==> config.mk <==
export PLATFORM = sky130hd
export DESIGN_NAME = sync_ptr_multi
export DESIGN_NICKNAME = d
export VERILOG_FILES = /design/src/rtl/sync_ptr_multi.sv
export SDC_FILE = /design/constraint.sdc
export NUM_CORES = 1
export LEC_CHECK = 0
export ABC_AREA = 0
export BUFFER_PORTS_ARGS = -buffer_cell sky130_fd_sc_hd__buf_2
export CAP_MARGIN = 20
export CORE_MARGIN = 3
export CORE_UTILIZATION = 40
export DETAILED_ROUTE_END_ITERATION = 10
export GPL_ROUTABILITY_DRIVEN = 1
export PLACE_DENSITY_LB_ADDON = 0.2
export SETUP_SLACK_MARGIN = 0.3
export SYNTH_ARGS = -nofsm -noshare
export SYNTH_HDL_FRONTEND = slang
export SYNTH_SLANG_ARGS = --single-unit
==> constraint.sdc <==
create_clock -name clk_i -period 2.1 [get_ports clk_i]
set_input_delay 0.42 -clock clk_i [delete_from_list [all_inputs] [get_ports clk_i]]
set_output_delay 0.42 -clock clk_i [all_outputs]
set_load 0.01 [all_outputs]
==> src/rtl/sync_ptr_multi.sv <==
// Multi-channel CDC receiver for async-FIFO gray pointers and status flags.
// Synchronizes, decodes gray->binary, computes fill level and flags incoherent gray steps.
module sync_ptr_multi #(
  parameter int AWIDTH      = 3,
  parameter int CHANNELS    = 2,
  parameter int SYNC_STAGES = 2,
  parameter int ERR_CNT_W   = 8
) (
  input  logic                          clk_i,
  input  logic                          srst_n_i,
  input  logic [CHANNELS*(AWIDTH+1)-1:0] ptr_gray_async_i,
  input  logic [CHANNELS-1:0]           flag_async_i,
  input  logic [CHANNELS*(AWIDTH+1)-1:0] local_ptr_bin_i,
  input  logic                          err_clr_i,
  output logic [CHANNELS*(AWIDTH+1)-1:0] ptr_gray_o,
  output logic [CHANNELS*(AWIDTH+1)-1:0] ptr_bin_o,
  output logic [CHANNELS*(AWIDTH+1)-1:0] level_o,
  output logic [CHANNELS-1:0]           flag_o,
  output logic [CHANNELS-1:0]           flag_rise_o,
  output logic [CHANNELS-1:0]           gray_err_o,
  output logic [ERR_CNT_W-1:0]          err_cnt_o
);
  localparam int PW   = AWIDTH + 1;
  localparam int DW   = CHANNELS * PW;
  localparam int WARM = SYNC_STAGES + 1;
  localparam int WCW  = $clog2(WARM + 1);

  logic [SYNC_STAGES-1:0][DW-1:0]       ptr_sync_q, ptr_sync_d;
  logic [SYNC_STAGES-1:0][CHANNELS-1:0] flag_sync_q, flag_sync_d;
  logic [DW-1:0]          ptr_bin_q, ptr_bin_d;
  logic [DW-1:0]          level_q, level_d;
  logic [CHANNELS-1:0]    flag_prev_q, flag_prev_d;
  logic [CHANNELS-1:0]    flag_rise_q, flag_rise_d;
  logic [CHANNELS-1:0]    gray_err_q, gray_err_d;
  logic [ERR_CNT_W-1:0]   err_cnt_q, err_cnt_d;
  logic [WCW-1:0]         warm_cnt_q, warm_cnt_d;
  logic [CHANNELS-1:0]    err_now;
  logic                   warm_active;
  logic [PW-1:0]          diff;
  logic [PW-1:0]          gray_ch;
  logic [PW-1:0]          bin_ch;

  always_comb begin
    ptr_sync_d     = ptr_sync_q;
    flag_sync_d    = flag_sync_q;
    ptr_sync_d[0]  = ptr_gray_async_i;
    flag_sync_d[0] = flag_async_i;
    for (int s = 1; s < SYNC_STAGES; s++) begin
      ptr_sync_d[s]  = ptr_sync_q[s-1];
      flag_sync_d[s] = flag_sync_q[s-1];
    end

    // Checks stay masked until the chain holds only post-reset samples.
    warm_active = (warm_cnt_q < WCW'(WARM));
    warm_cnt_d  = warm_active ? warm_cnt_q + WCW'(1) : warm_cnt_q;

    diff      = '0;
    gray_ch   = '0;
    bin_ch    = '0;
    err_now   = '0;
    ptr_bin_d = '0;
    level_d   = '0;
    for (int ch = 0; ch < CHANNELS; ch++) begin
      // Compare the value about to enter the output stage with the one leaving it.
      diff = ptr_sync_q[SYNC_STAGES-2][ch*PW +: PW] ^ ptr_sync_q[SYNC_STAGES-1][ch*PW +: PW];
      err_now[ch] = !warm_active && ((diff & (diff - PW'(1))) != '0);

      gray_ch = ptr_sync_q[SYNC_STAGES-1][ch*PW +: PW];
      bin_ch[PW-1] = gray_ch[PW-1];
      for (int i = PW - 2; i >= 0; i--) begin
        bin_ch[i] = bin_ch[i+1] ^ gray_ch[i];
      end
      ptr_bin_d[ch*PW +: PW] = bin_ch;
      level_d[ch*PW +: PW]   = ptr_bin_q[ch*PW +: PW] - local_ptr_bin_i[ch*PW +: PW];
    end

    flag_prev_d = flag_sync_q[SYNC_STAGES-1];
    flag_rise_d = warm_active ? '0 : (flag_sync_q[SYNC_STAGES-1] & ~flag_prev_q);

    gray_err_d = err_clr_i ? err_now : (gray_err_q | err_now);

    err_cnt_d = err_cnt_q;
    if (err_clr_i) begin
      err_cnt_d = ERR_CNT_W'(|err_now);
    end else if ((|err_now) && (err_cnt_q != '1)) begin
      err_cnt_d = err_cnt_q + ERR_CNT_W'(1);
    end
  end

  always_ff @(posedge clk_i) begin
    if (!srst_n_i) begin
      ptr_sync_q  <= '0;
      flag_sync_q <= '0;
      ptr_bin_q   <= '0;
      level_q     <= '0;
      flag_prev_q <= '0;
      flag_rise_q <= '0;
      gray_err_q  <= '0;
      err_cnt_q   <= '0;
      warm_cnt_q  <= '0;
    end else begin
      ptr_sync_q  <= ptr_sync_d;
      flag_sync_q <= flag_sync_d;
      ptr_bin_q   <= ptr_bin_d;
      level_q     <= level_d;
      flag_prev_q <= flag_prev_d;
      flag_rise_q <= flag_rise_d;
      gray_err_q  <= gray_err_d;
      err_cnt_q   <= err_cnt_d;
      warm_cnt_q  <= warm_cnt_d;
    end
  end

  assign ptr_gray_o  = ptr_sync_q[SYNC_STAGES-1];
  assign flag_o      = flag_sync_q[SYNC_STAGES-1];
  assign ptr_bin_o   = ptr_bin_q;
  assign level_o     = level_q;
  assign flag_rise_o = flag_rise_q;
  assign gray_err_o  = gray_err_q;
  assign err_cnt_o   = err_cnt_q;
endmodule

# Word level (Yosys, flattened, before mapping)
# Cells that the tools add are included.
# word_totals
register_bits	52
in_bits	21
output_inout_bits	38
word_cells	47
# op_classes
addsub	6
n_lt_le_gt_ge	1
n_eq_ne	1
muxes	3
bitwise_logic	14
reduce_logical	10
# ops
op	count
$add 8x1->8 const B	1
$and 4x4->4	2
$ne 8x8->1 const B	1
$reduce_bool 4->1	2
$sub 4x1->4 const B	2
$sub 4x4->4	2
$xor 4x4->4	2
$reduce_or 2->1	3
$xor 1x1->1	6
$logic_and 1x1->1	3
$add 2x1->2 const B	1
$and 2x2->2	1
$lt 2x2->1 const B	1
$mux 1	2
$mux 2	1
$not 2->2	1
$or 2x2->2	1
$reduce_bool 2->1	1
$logic_not 1->1	1
$not 1->1	1

# Logic depth before layout (Yosys ltp)
# Gate-level depths: netlist of the first run.
# depth
word_depth	9
depth_mapped	7
ltp_nobuf	7

# Least setup slack after synthesis of the first run
# No wires, ideal clock.
# synth_timing
path_kind	reg-to-reg
startpoint	register ptr_sync_q, in the netlist ptr_gray_o[4]
endpoint	register err_cnt_q[6] (netlist: err_cnt_o[6])
setup_time_ns	0.134
arrival_time_ns	1.627
t_required_ns	1.966
setup_slack_ns	0.338
path_stages_with_launch	6
path_buffers	0
period_less_slack_ns	1.762
cell_sequence	dfxtp_1 > xor2_1 > a211oi_1 > or3b_2 > a2111oi_0 > a211oi_1
# synth_via
elab_chain_len	7
# synth_lines
item	line_no	text
start, declared	28	logic [SYNC_STAGES-1:0][DW-1:0] ptr_sync_q, ptr_sync_d;
start signal, assigned	102	ptr_sync_q <= ptr_sync_d;
$xor 4x4->4 *	65	diff = ptr_sync_q[SYNC_STAGES-2][ch*PW +: PW] ^ ptr_sync_q[SYNC_STAGES-1][ch*PW +: PW];
$sub 4x1->4	66	err_now[ch] = !warm_active && ((diff & (diff - PW'(1))) != '0);
$and 4x4->4 *	66	
$reduce_bool 4->1 *	66	
$logic_and 1x1->1 *	66	
$reduce_or 2->1 *	85	end else if ((|err_now) && (err_cnt_q != '1)) begin
$logic_and 1x1->1 *	85	
end signal, assigned	109	err_cnt_q <= err_cnt_d;
end, declared	35	logic [ERR_CNT_W-1:0] err_cnt_q, err_cnt_d;
# Every way passes the cells marked *; elsewhere a longest branch is shown, timed or not.
# A chain may end at the register's enable or synchronous reset.

# Worst setup path after layout of the first run
# layout_timing
startpoint	register ptr_sync_q, in the netlist ptr_gray_o[0]
endpoint	register err_cnt_q[3] (netlist: err_cnt_o[3])
# The elaborated chain is that of the path after synthesis.

==> run metrics, run 1 <==
CP Buf/Inv Count=0; Tmin final=1.773 ns; final cycle utilization of the critical path=84.43%; Critical Path Source Type=register; main flop type after synthesis=dfxtp_1; area of all placed cells without fillers=2663 um^2; Floorplan Core Area=4911 um^2; number of cells in the design after placement=321; DRT iter0 DRCs=43; Netlist cell types=39; post-synth design cell area=2121 um^2; cell family contributing the most delay on the critical path=compound AO/OA/AOI/OAI gates; critical setup path kind=reg -> reg; deepest clock path buffer count=2; number of routed nets with antenna violations=0; Worst path max stage delay=0.49 ns; Final Slew Violations=0; start point of the worst min-delay path=ptr_gray_async_i[3]; data arrival time of the worst path=2.01 ns; Worst Hold Class=in -> reg; number of ports placed on the die boundary=59; Setup-failing EPs final=0; endpoint of the most critical register-to-register path=err_cnt_o[3]$_SDFFE_PP0P_; global-route wire length before repair=6292 um; Worst R2R Path Depth=5; Post-DP HPWL=2864 um; list of cells traversed by the critical path=xor2_2 -> a211oi_1 -> o22a_2 -> or4_1 -> a21oi_1; fraction of layout cells with a size suffix above 1=34.60%; number of optimization iterations in the first detailed-route pass=4; diode count=0; f_max=0.5640 GHz; largest net degree at the start of global routing=33; setup repair after global routing missed its margin=yes; global placer's final weighted congestion=0.7990; worst reg-to-reg setup slack=0.33 ns; most frequent cell after synthesis=dfxtp_1; WP data required=2.33 ns; Lkg Pwr=1.211 nW; Num CTS Buffers=5; Final Instance Count excl. Fillers=330; Hold Path Cell Cnt=2; cells after synthesis=202; share of synthesized flip-flops with an asynchronous set or reset=0%; synthesis-stage register bit count=52; Total Die Area=6212 um^2; Critical Path Slowest Stage Cell=or4_1; clock root cell=clkbuf_8; source of the worst register-to-register timing path=ptr_gray_o[0]$_SDFF_PN0_; Setup Skew=0.004598 ns; sum of routed wire length over all layers=3832 um; number of nets in the synthesized netlist=233; # rows=25; clock slew at the register clock pins of the worst setup and hold paths=0.09 ns; EDFF count, synth=0; height of the chip=78.82 um; total number of nets in the final design=293; number of failing hold endpoints at the final stage=0; maximum fanout encountered on the critical timing path=13; number of global-route vias before repair=1398; pin slew with the least headroom to its limit=0.3798 ns; overall global routing resource usage=12.95%; critical path depth=5; H-Tree Level Count=2; area after detailed placement=2467 um^2; DRC=0; worst slew slack as a fraction of its limit=74.53%; Initial Util=43.18%; routed vias=1522; Yosys warning count=0; Overflow after GRT=0; worst-case vdd ir drop=0.4351 mV; number of I/O port buffers=58; vias per inst=4.612; TritonCTS clock tree=done; post-route total power=2.097 mW; Hold Crit Endpoint=ptr_sync_d[11]$_SDFF_PN0_; source-to-sink clock delay at the later pin of the worst-skew pair=0.30 ns; Mean Syn Cell Area=10.50 um^2; most area-consuming cells after synthesis=dfxtp_1, and2_1, ha_1, xor2_1, xnor2_1; result of the run=complete, no violations; category of the worst setup path capture point=register; top cells by instance count after synthesis=dfxtp_1, and2_1, inv_1, xor2_1; TritonCTS Sinks=52; Hold Slack=0.3229 ns; setup tns final=0 ns; layout overhead on the synthesized area=25.55%; number of antenna violations at the first check in global routing=0; cell accounting for the most synthesized area=dfxtp_1; die width=78.82 um; mean routed wirelength per cell=11.61 um; part of the Yosys area used for sequential elements=49.09%; power per standard cell area=787.6 nW/um^2; portion of synthesized cell area occupied by the leading cell type=49.09%; Max-Cap Viols=0
==> report_power, final <==
group          internal (mW)  switching (mW)
registers               1.05          0.0342
clock network          0.420           0.301
logic                  0.146           0.150
==> layer usage <==
| layer | GRT usage, % | share of wire [%] |
|---|---|---|
| met5 | 0 | 0 |
| met4 | 5.670 | 1.5 |
| met3 | 3.968 | 6.5 |
| met2 | 20.80 | 47 |
| met1 | 16.06 | 45 |
==> worst max path at each step <==
stage,start,end,slack [ns]
after floorplan,ptr_gray_o[4]$_SDFF_PN0_,err_cnt_o[6]$_SDFFE_PP0P_,0.34
after global placement,warm_cnt_q[0]$_SDFFE_PN0N_,err_cnt_o[6]$_SDFFE_PP0P_,0.32
after detailed placement,ptr_gray_o[7]$_SDFF_PN0_,err_cnt_o[6]$_SDFFE_PP0P_,0.21
after CTS,ptr_gray_o[4]$_SDFF_PN0_,err_cnt_o[6]$_SDFFE_PP0P_,0.27
after global routing,ptr_gray_o[0]$_SDFF_PN0_,err_cnt_o[5]$_SDFFE_PP0P_,0.22
final,ptr_gray_o[0]$_SDFF_PN0_,err_cnt_o[3]$_SDFFE_PP0P_,0.33
==> worst register-to-register path: stages (launching register included) <==
cell and delay, ns:
dfxtp_1 0.40, xor2_2 0.23, a211oi_1 0.13, o22a_2 0.32, or4_1 0.49, a21oi_1 0.14
==> final cells by class <==
type                            instances  area, um^2
Clock buffer                            7       96.34
Timing Repair Buffer                   62       320.3
Clock inverter                          1       30.03
Multi-Input combinational cell        130        1045
Inverter                               11       41.29
Sequential cell                        52        1046
Tap cell                               67       83.83
Fill cell                             461        2248
==> layout by cell type (no fill, tap or decap), types with 2 or more instances in the layout <==
| master | synthesis | final |
|---|---|---|
| a21oi_1 | 8 | 8 |
| fa_1 | 2 | 2 |
| nor2b_1 | 6 | 6 |
| nand2b_1 | 3 | 3 |
| a21boi_0 | 3 | 3 |
| clkbuf_8 | 0 | 7 |
| ha_1 | 8 | 7 |
| dfxtp_2 | 0 | 4 |
| xnor2_1 | 7 | 7 |
| and2_1 | 34 | 34 |
| inv_1 | 11 | 11 |
| nand2_1 | 3 | 3 |
| buf_4 | 2 | 4 |
| or4_1 | 5 | 5 |
| a211oi_1 | 5 | 4 |
| o21ai_0 | 4 | 4 |
| and3b_1 | 2 | 2 |
| xor2_1 | 11 | 6 |
| a21o_1 | 2 | 2 |
| buf_2 | 1 | 58 |
| xor2_2 | 3 | 8 |
| o31ai_1 | 5 | 5 |
| dfxtp_1 | 52 | 48 |
| nor2_1 | 3 | 3 |
==> logic make-up after synthesis <==
| kind of cell | Yosys count | synth area share, % |
|---|---|---|
| simple gates | 64 | 18.88 |
| flops | 52 | 49.09 |
| compound gates | 33 | 10.44 |
| xor+xnor | 21 | 9.735 |
| buf+inv | 20 | 4.306 |
| fa+ha+maj | 11 | 7.080 |
| mux | 1 | 0.4720 |
==> per-stage QoR <==
stage               utilization, %  setup WS (ns)
global route                 54.22         0.2180
floorplan                        -         0.3383
detailed placement           50.24         0.2085
CTS                          53.12         0.2712
global placement             50.24         0.3235
finish                       54.22         0.3271
==> sequential cells by signal (all words and copies together) (netlist names) <==
register	count
warm_cnt_q	2
err_cnt_o	8
gray_err_o	2
flag_sync_d	2
flag_o	2
ptr_sync_d	8
ptr_gray_o	8
level_o	8
flag_prev_q	2
flag_rise_o	2
ptr_bin_o	8
==> what timing repair did <==
item / 4_1_cts / 5_1_grt
setup endpoints to repair: 4 / 7
setup buffers: 0 / 1
hold buffers: 0 / 0
resized for setup: 4 / 10
pin swaps: 1 / 4
(Power assumes the default switching activity.)
==> run 2, diff against run 1 <==
clock period = 1.8 ns   (was 2.1 ns; I/O delays follow)
==> run 2 against run 1 <==
Compared with the run above:
- largest power group unchanged
- setup slack lost 0.22 ns
- fmax increased by 4.7%
- sequential share of layout area down 1.4 points
- clock skew grew 0.0038 ns
- power up 10%
- highest routed layer unchanged
- critical path type unchanged
- combinational power increased by 40%
- core utilization increased by 4.7 points
- wire length increased by 6.2%
- first-iteration DRC count is 93% higher
- clock power decreased by 12%
- final area is 8.6% higher
==> run metrics, run 2 (synthesized netlist as in run 1, its figures left out) <==
Hold Slack=0.2624 ns (-0.06050 ns); Num CTS Buffers=5 (unchanged); met2 track utilization from global routing=20.80% (unchanged); TritonCTS Sinks=52 (unchanged); global-route wire length before repair=6596 um (+4.8%); TritonCTS clock tree=done; Critical Path Slowest Stage Cell=dfxtp_4; Worst Hold Class=in -> reg; number of antenna violations at the first check in global routing=0 (unchanged); most used cells in the layout excluding fill and tap cells=buf_2, and2_1, dfxtp_1; final cycle utilization of the critical path=94.11% (+9.7 points); number of routed nets with antenna violations=0 (unchanged); list of cells traversed by the critical path=xor2_4 -> maj3_1 -> o21ai_0 -> buf_4 -> a2111oi_4 -> a211oi_2; die width=78.82 um (unchanged); deepest clock path buffer count=2 (unchanged); number of global-route vias before repair=1416 (+1.3%); Post-DP HPWL=2965 um (+3.5%); overall global routing resource usage=13.29% (+0.33 points); data arrival time of the worst path=1.92 ns (-0.09 ns); met3 track utilization from global routing=4.875% (+0.91 points); number of cells in the design after placement=325 (+1.2%); Total Die Area=6212 um^2 (unchanged); number of I/O port buffers=58 (unchanged); Tmin final=1.694 ns (-0.07896 ns); Sequential Power Share=54.7% (+3.2 points); Overflow after GRT=0 (unchanged); CTS Hold Bufs=0 (unchanged); maximum fanout encountered on the critical timing path=4 (-9); clock root cell=clkbuf_8; WP data required=2.02 ns (-0.31 ns); pin slew with the least headroom to its limit=0.3280 ns (-0.05177 ns); combinational fraction of design power=17.9% (+3.8 points); global placer's final weighted congestion=0.7986 (about the same); Critical Path Source Type=register; busiest grt layer=met2; fraction of power spent switching nets=26.57% (+3.4 points); routed vias=1605 (+5.5%); setup tns final=0 ns (unchanged); setup repair after global routing missed its margin=yes; Setup Skew=0.008383 ns (+0.003786 ns); number of optimization iterations in the first detailed-route pass=4 (unchanged); power per standard cell area=797.5 nW/um^2 (+1.3%); f_max=0.5903 GHz (+4.7%); mean routed wirelength per cell=12.01 um (+3.4%); Floorplan Core Area=4911 um^2 (unchanged); largest net degree at the start of global routing=18 (-45%); source-to-sink clock delay at the later pin of the worst-skew pair=0.30 ns (about the same); number of failing hold endpoints at the final stage=0 (unchanged); fraction of layout cells with a size suffix above 1=43.75% (+9.1 points); number of ports placed on the die boundary=59 (unchanged); H-Tree Level Count=2 (unchanged); result of the run=complete, no violations; Lkg Pwr=1.260 nW (+4.1%); layout overhead on the synthesized area=36.40%; fraction of met1 tracks used by global routing=17.11% (+1.0 points); critical setup path kind=reg -> reg; Initial Util=43.18% (unchanged); category of the worst setup path capture point=register; DRT iter0 DRCs=83 (+93%); vias per inst=4.735 (+2.7%); worst-case vdd ir drop=0.4707 mV (+8.2%); # rows=25 (unchanged); Max-Cap Viols=0 (unchanged); DRC=0 (unchanged); height of the chip=78.82 um (unchanged); worst reg-to-reg setup slack=0.11 ns (-0.22 ns); most common cell after layout, fill and taps aside=buf_2; proportion of power drawn by the clock network=27.4% (-7.0 points); Setup-failing EPs final=0 (unchanged); total number of nets in the final design=302 (+3.1%); diode count=0 (unchanged); count of filler cells inserted in the layout=443 (-3.9%); Final Slew Violations=0 (unchanged); worst slew slack as a fraction of its limit=78.13% (+3.6 points); clock slew at the register clock pins of the worst setup and hold paths=0.08 ns (about the same); Worst path max stage delay=0.38 ns (-0.11 ns); internal power=1.694 mW (+5.1%); sw power=0.6129 mW (+26%); sum of routed wire length over all layers=4070 um (+6.2%); Final Instance Count excl. Fillers=339 (+2.7%)
run 2: cell count changes in the layout (fill, tap and decap cells not counted), sizes merged:
cell | previous run | this run
buf | 62 | 70
bufinv | 1 | 0
clkinv | 0 | 1
o22a | 1 | 2
run 2: stage by stage:
stage | setup WS (ns) | power (mW) | instance area [um^2] | util, %
final | 0.1060 | 2.307 | 2893 | 58.90
after global routing | 0.01171 | 2.440 | 2893 | 58.90
after CTS | 0.1702 | 2.294 | 2704 | 55.06
after detailed placement | 0.1472 | 1.648 | 2579 | 52.51
after global placement | 0.1721 | 1.637 | 2579 | 52.51
after floorplan | 0.2081 | 1.531 | 2206 | -
run 2: power by group through the flow:
stage          Clock (mW)  Combinational, mW  Sequential [mW]
6_report            0.631              0.414             1.26
3_3_place_gp            0              0.352             1.28
3_5_place_dp            0              0.360             1.29
4_1_cts             0.660              0.374             1.26
2_1_floorplan           0              0.226             1.30
5_1_grt             0.704              0.465             1.27
run 2: worst max-delay path, delay by kind of cell, from the launching register on:
kind            cells  cell delay (ns)
compound gates      3             0.50
xor+xnor            1             0.20
fa+ha+maj           1             0.36
buf+inv             1             0.18
flops               1             0.38
run 2: layout make-up:
cell class,count,area (um^2),area share (%)
multi-input cells,131,1211,41.87
inverters,11,41.29,1.427
clock buffers,7,76.32,2.638
well taps,67,83.83,2.898
repair buffers,70,380.4,13.15
flip-flops and latches,52,1096,37.89
clock inverters,1,3.754,0.1298
run 2: worst paths after layout:
path,start,end,cells past startpoint
min,ptr_gray_async_i[3],ptr_sync_d[11]$_SDFF_PN0_,2
min reg2reg,flag_sync_d[2]$_SDFF_PN0_,flag_o[0]$_SDFF_PN0_,1
max reg2reg,ptr_gray_o[3]$_SDFF_PN0_,err_cnt_o[6]$_SDFFE_PP0P_,6
max,ptr_gray_o[3]$_SDFF_PN0_,err_cnt_o[6]$_SDFFE_PP0P_,6
run 2: timing repair:
action                                  CTS  global route
gates resized for setup                   7            32
cloned                                    0             1
pin swaps                                 8            11
endpoints found under the setup margin    8             8
buffers inserted                          3             2
run 2: routing by layer:
layer	vias up	wire length, um
li1	808	-
met1	739	1867
met2	54	1841
met3	4	318
met4	0	42
met5	-	0
